<file path="config.mk">
export PLATFORM = sky130hd
export DESIGN_NAME = shift_reg_serializer
export DESIGN_NICKNAME = d
export VERILOG_FILES = /design/src/rtl/shift_reg_serializer.sv
export SDC_FILE = /design/constraint.sdc
export NUM_CORES = 1
export LEC_CHECK = 0
export ABC_CLOCK_PERIOD_IN_PS = 2000
export BUFFER_PORTS_ARGS = -buffer_cell sky130_fd_sc_hd__buf_4
export CAP_MARGIN = 10
export CORE_AREA = 2 2 60 62
export DETAILED_ROUTE_END_ITERATION = 8
export DIE_AREA = 0 0 62 64
export PLACE_DENSITY_LB_ADDON = 0.1
export SYNTH_ARGS = -nofsm -noshare
export SYNTH_HDL_FRONTEND = slang
export SYNTH_SLANG_ARGS = --single-unit
</file>
<file path="constraint.sdc">
create_clock -name clk -period 2 [get_ports clk]
set_clock_uncertainty 0.1 [all_clocks]
set_input_delay 0.2 -clock clk [delete_from_list [all_inputs] [get_ports clk]]
set_output_delay 0.2 -clock clk [all_outputs]
set_load 0.02 [all_outputs]
</file>
<file path="src/rtl/shift_reg_serializer.sv">
// ---------------------------------------------------------------------------
// shift_reg_serializer
// Parallel-in / serial-out shift register with valid/ready handshakes on both
// sides. It accepts a WIDTH-bit word and emits it as WIDTH/LANES beats of
// LANES bits each, LSB-first or MSB-first as chosen at accept time. It can
// stream words back to back with no bubble between them.
//
// Ports
//   clk         clock, all logic on posedge
//   rst         synchronous active-high reset
//   in_valid    producer has a word on in_data
//   in_ready    word accepted this cycle (combinational from ser_ready)
//   in_data     parallel word (WIDTH)
//   msb_first   beat order for the word being accepted
//   ser_valid   ser_data holds a valid beat
//   ser_ready   consumer accepts the beat
//   ser_data    current beat (LANES)
//   ser_last    current beat is the final beat of its word
//   busy        a word is in flight
//   words_sent  completed-word counter (CNT_W), wraps
// ---------------------------------------------------------------------------
module shift_reg_serializer #(
  parameter int unsigned WIDTH = 8,
  parameter int unsigned LANES = 1,
  parameter int unsigned CNT_W = 16
) (
  input  logic             clk,
  input  logic             rst,
  input  logic             in_valid,
  output logic             in_ready,
  input  logic [WIDTH-1:0] in_data,
  input  logic             msb_first,
  output logic             ser_valid,
  input  logic             ser_ready,
  output logic [LANES-1:0] ser_data,
  output logic             ser_last,
  output logic             busy,
  output logic [CNT_W-1:0] words_sent
);

  localparam int unsigned BEATS = WIDTH / LANES;
  localparam int unsigned CW    = (BEATS > 1) ? $clog2(BEATS) : 1;

  // Reject lane widths that do not divide the word evenly.
  if ((WIDTH % LANES) != 0) begin : g_width_check
    $error("shift_reg_serializer: WIDTH (%0d) must be a multiple of LANES (%0d)",
           WIDTH, LANES);
  end

  typedef enum logic {
    IDLE  = 1'b0,
    SHIFT = 1'b1
  } state_t;

  state_t           state_q;
  state_t           state_d;
  logic [WIDTH-1:0] sreg_q;
  logic             msb_q;
  logic [CW-1:0]    beat_q;
  logic [CNT_W-1:0] words_q;
  logic             last_beat;
  logic             in_fire;
  logic             ser_fire;

  // Next-state and handshake decode. in_ready in SHIFT is a same-cycle
  // function of ser_ready so the next word loads on the last beat's edge.
  always_comb begin
    state_d   = state_q;
    ser_valid = 1'b0;
    in_ready  = 1'b0;
    last_beat = (state_q == SHIFT) && (beat_q == CW'(BEATS - 1));
    case (state_q)
      IDLE: begin
        in_ready = !rst;
        if (in_valid && !rst) begin
          state_d = SHIFT;
        end
      end
      SHIFT: begin
        ser_valid = 1'b1;
        in_ready  = !rst && ser_ready && last_beat;
        if (ser_ready && last_beat && !(in_valid && !rst)) begin
          state_d = IDLE;
        end
      end
      default: begin
        state_d = IDLE;
      end
    endcase
  end

  assign in_fire  = in_valid && in_ready;
  assign ser_fire = ser_valid && ser_ready;

  // State register plus datapath: load, shift, beat count, word count.
  always_ff @(posedge clk) begin
    if (rst) begin
      state_q <= IDLE;
      sreg_q  <= '0;
      msb_q   <= 1'b0;
      beat_q  <= '0;
      words_q <= '0;
    end else begin
      state_q <= state_d;
      if (in_fire) begin
        sreg_q <= in_data;
        msb_q  <= msb_first;
        beat_q <= '0;
      end else if (ser_fire && !last_beat) begin
        sreg_q <= msb_q ? (sreg_q << LANES) : (sreg_q >> LANES);
        beat_q <= beat_q + CW'(1);
      end
      if (ser_fire && last_beat) begin
        words_q <= words_q + CNT_W'(1);
      end
    end
  end

  // Beat presentation; the active end of the register depends on order.
  always_comb begin
    ser_data = '0;
    if (state_q == SHIFT) begin
      ser_data = msb_q ? sreg_q[WIDTH-1 -: LANES] : sreg_q[LANES-1:0];
    end
  end

  assign ser_last   = last_beat;
  assign busy       = (state_q == SHIFT);
  assign words_sent = words_q;

endmodule

</file>
==> impl_metrics.csv <==
group,metric,value,unit
sta,layout_min_cycle_time,1.86,ns
worst_setup_path,worstSetupStartpointType,"register",
synth,synthFlopType,"dfxtp_1",
cts,insertion_delay,0.33,ns
place,pre_cts_slack,0.00922,ns
floorplan,rows,21,
cells_and_area,drive_above_1_share,26.1,%
status,status,"finished, final reports clean",
cts,cts_sinks,29,
synth,synth-seq-cells,29,
cts,clk_transition_reported_paths,0.10,ns
global_routing,grt_use_total,17.4,%
synth,synth_area_per_cell,8.83,um^2
floorplan,die_w,62,um
sta,final.setup.tns,0,ns
pwr,total_power,1.24,mW
synth,synth_nets,178,
sta,timing.slew.headroom,70.9,%
cells_and_area,fin_cells,249,
place,dp_hpwl,2150,um
global_routing,grt_max_degree,31,
sta,slew_violations,0,
worst_setup_path,cp.arrival,1.56,ns
routing,postRouteAntennaNets,0,
cts,cts_tree,"built",
global_routing,grt-ovfl-total,0,
sta,tightest_slew,0.435,ns
synth,synthArstFlopShare,0,%
worst_setup_path,worstSetupEndpointType,"output pin",
cts,clockBufferDepth,2,
sta,hold_violations,0,
floorplan,io_pins,34,
sta,setup_ws,0.143,ns
synth,yosys_warnings,0,
pwr,powerDensity,664,mW/mm^2
global_routing,grt_pass1_vias,1156,
floorplan,die_area,0.00397,mm^2
global_routing,antenna_found_initial,0,
routing,routed-via-count,1253,
place,portBuffers,33,
floorplan,start_util,43.5,%
cts,htreeDepth,2,
cts,cts_root_buf,"clkbuf_4",
pwr,vdd_drop_max,0.564,mV
pwr,p_leak,0.723,nW
worst_setup_path,crit_top_cell,"ha_1",
synth,synth.distinct_cells,35,
cells_and_area,insertedDiodeCount,0,
worst_setup_path,required,1.70,ns
routing,drt_drc_violations_left,0,
place,place_congestion,0.753,
routing,viasPerCell,5.03,
worst_setup_path,criticalPathCategory,"register to output pin",
floorplan,die_h,64,um
synth,synthCells,162,
worst_setup_path,crit_chain,"ha_1, ha_1, a21boi_2, nor2_1, buf_4",
global_routing,grt_pass1_wl,5180,um
sta,fin_hold_ws,0.0490,ns
synth,synth-edff-count,0,
cells_and_area,fin_util,56.8,%
routing,dr.pass1.iters,4,
cells_and_area,postLayoutCellArea,0.00186,mm^2
sta,max_freq,539,MHz
routing,wire_per_inst,12.5,um
worst_setup_path,critical_path.slowest_cell,"dfxtp_1",
routing,routed_wl,3110,um
run,maxCapViolCount,0,
worst_setup_path,cpPeakStageDelay,0.34,ns
floorplan,core,0.00328,mm^2
cells_and_area,nets,218,
sta,fin_crit_sh,92.8,%
cts,cts_buffers,5,
synth,syn_area,0.00143,mm^2
place,dpl-instance-area,0.00170,mm^2
sta,grt_setup_unrepaired,"false",
routing,drt_iter0_drc,93,
cells_and_area,area_growth,30.4,%
place,dp.cells,234,
sta,finalSetupViolCount,0,
worst_setup_path,path_max_fanout,6,
min_path,hold_class,"primary input to register",
synth,synth.yosys.seq_area_share,40.6,%
==> repair_timing <==
item / in CTS / in global routing
resized for setup: 1 / 1
hold endpoints to repair: 7 / 0
endpoints found under the setup margin: 1 / 3
hold buffers: 7 / 0
buffers inserted: 0 / 0
==> power by group <==
part	leakage, nW	internal (mW)	switching, mW
Clock	0.0455	0.298	0.209
Combinational	0.442	0.0631	0.0559
Sequential	0.236	0.593	0.0181
==> synthesized netlist by cell type (all sizes together), types with 4 or more instances <==
master | number | share of area (%)
buf | 7 | 3.2
nor3 | 5 | 1.7
a21oi | 13 | 4.5
nand3 | 6 | 3.3
dfxtp | 29 | 41
xor2 | 5 | 3.1
nor2 | 15 | 3.9
and3 | 4 | 2.2
o211ai | 5 | 2.6
clkbuf | 4 | 1.0
nand2 | 16 | 4.2
mux2i | 9 | 6.3
xnor2 | 5 | 3.1
nand4 | 6 | 2.6
o21ai | 6 | 2.1
or3 | 6 | 2.6
==> cells by family (layout without fill, tap and decap cells) <==
logic type | after synthesis | after routing | synth area share [%]
compound gates | 28 | 28 | 11.8
xor+xnor | 10 | 10 | 6.12
simple gates | 71 | 71 | 27.5
buf+inv | 11 | 52 | 4.29
fa+ha+maj | 3 | 3 | 2.62
flops | 29 | 29 | 40.6
mux | 10 | 10 | 7.09
==> path summary, 6_finish.rpt <==
| path | startpoint | endpoint | slack [ns] | cells past startpoint |
|---|---|---|---|---|
| worst min register to register | words_sent[15] | words_sent[15] | 0.41 | 2 |
| worst max-delay path | beat_q[0] | in_ready | 0.14 | 5 |
| worst min-delay path | in_data[7] | sreg_q[7] | 0.05 | 3 |
| worst max register to register | beat_q[0] | sreg_q[4] | 0.15 | 7 |
==> registers in the layout, indices dropped and copies added, names as in the netlist <==
signal and cells:
msb_q 1, beat_q 3, words_sent 16, busy 1, sreg_q 8
==> area by class of cell <==
type	instances	area [um^2]
clock buffers	7	55.1
clock inverters	1	30.0
fillers	305	1420
multi-input cells	122	793
flip-flops and latches	29	581
well taps	46	57.6
repair buffers	44	348
==> layer usage <==
metal | GRT usage [%] | wire length [um] | vias to the layer above
met1 | 24.2 | 1540 | 566
met2 | 23.8 | 1340 | 27
li1 | - | - | 654
met4 | 6.38 | 51 | 0
met5 | 0 | 0 | -
met3 | 7.09 | 167 | 6
==> cell usage in the layout (no fill, tap or decap), drive strengths merged, types with 7 or more instances in the layout <==
cell type    Yosys  routed
a21oi           13      13
buf              7      37
clkbuf           4       7
dfxtp           29      29
dlygate4sd3      0       7
mux2i            9       9
nand2           16      16
nor2            15      15
==> critical path: cells and delay by family (launching register included) <==
family	cells	cell delay (ns)
flops	1	0.34
fa+ha+maj	2	0.44
compound gates	1	0.22
buf+inv	1	0.17
simple gates	1	0.07
Power figures use the tool's default switching activity.
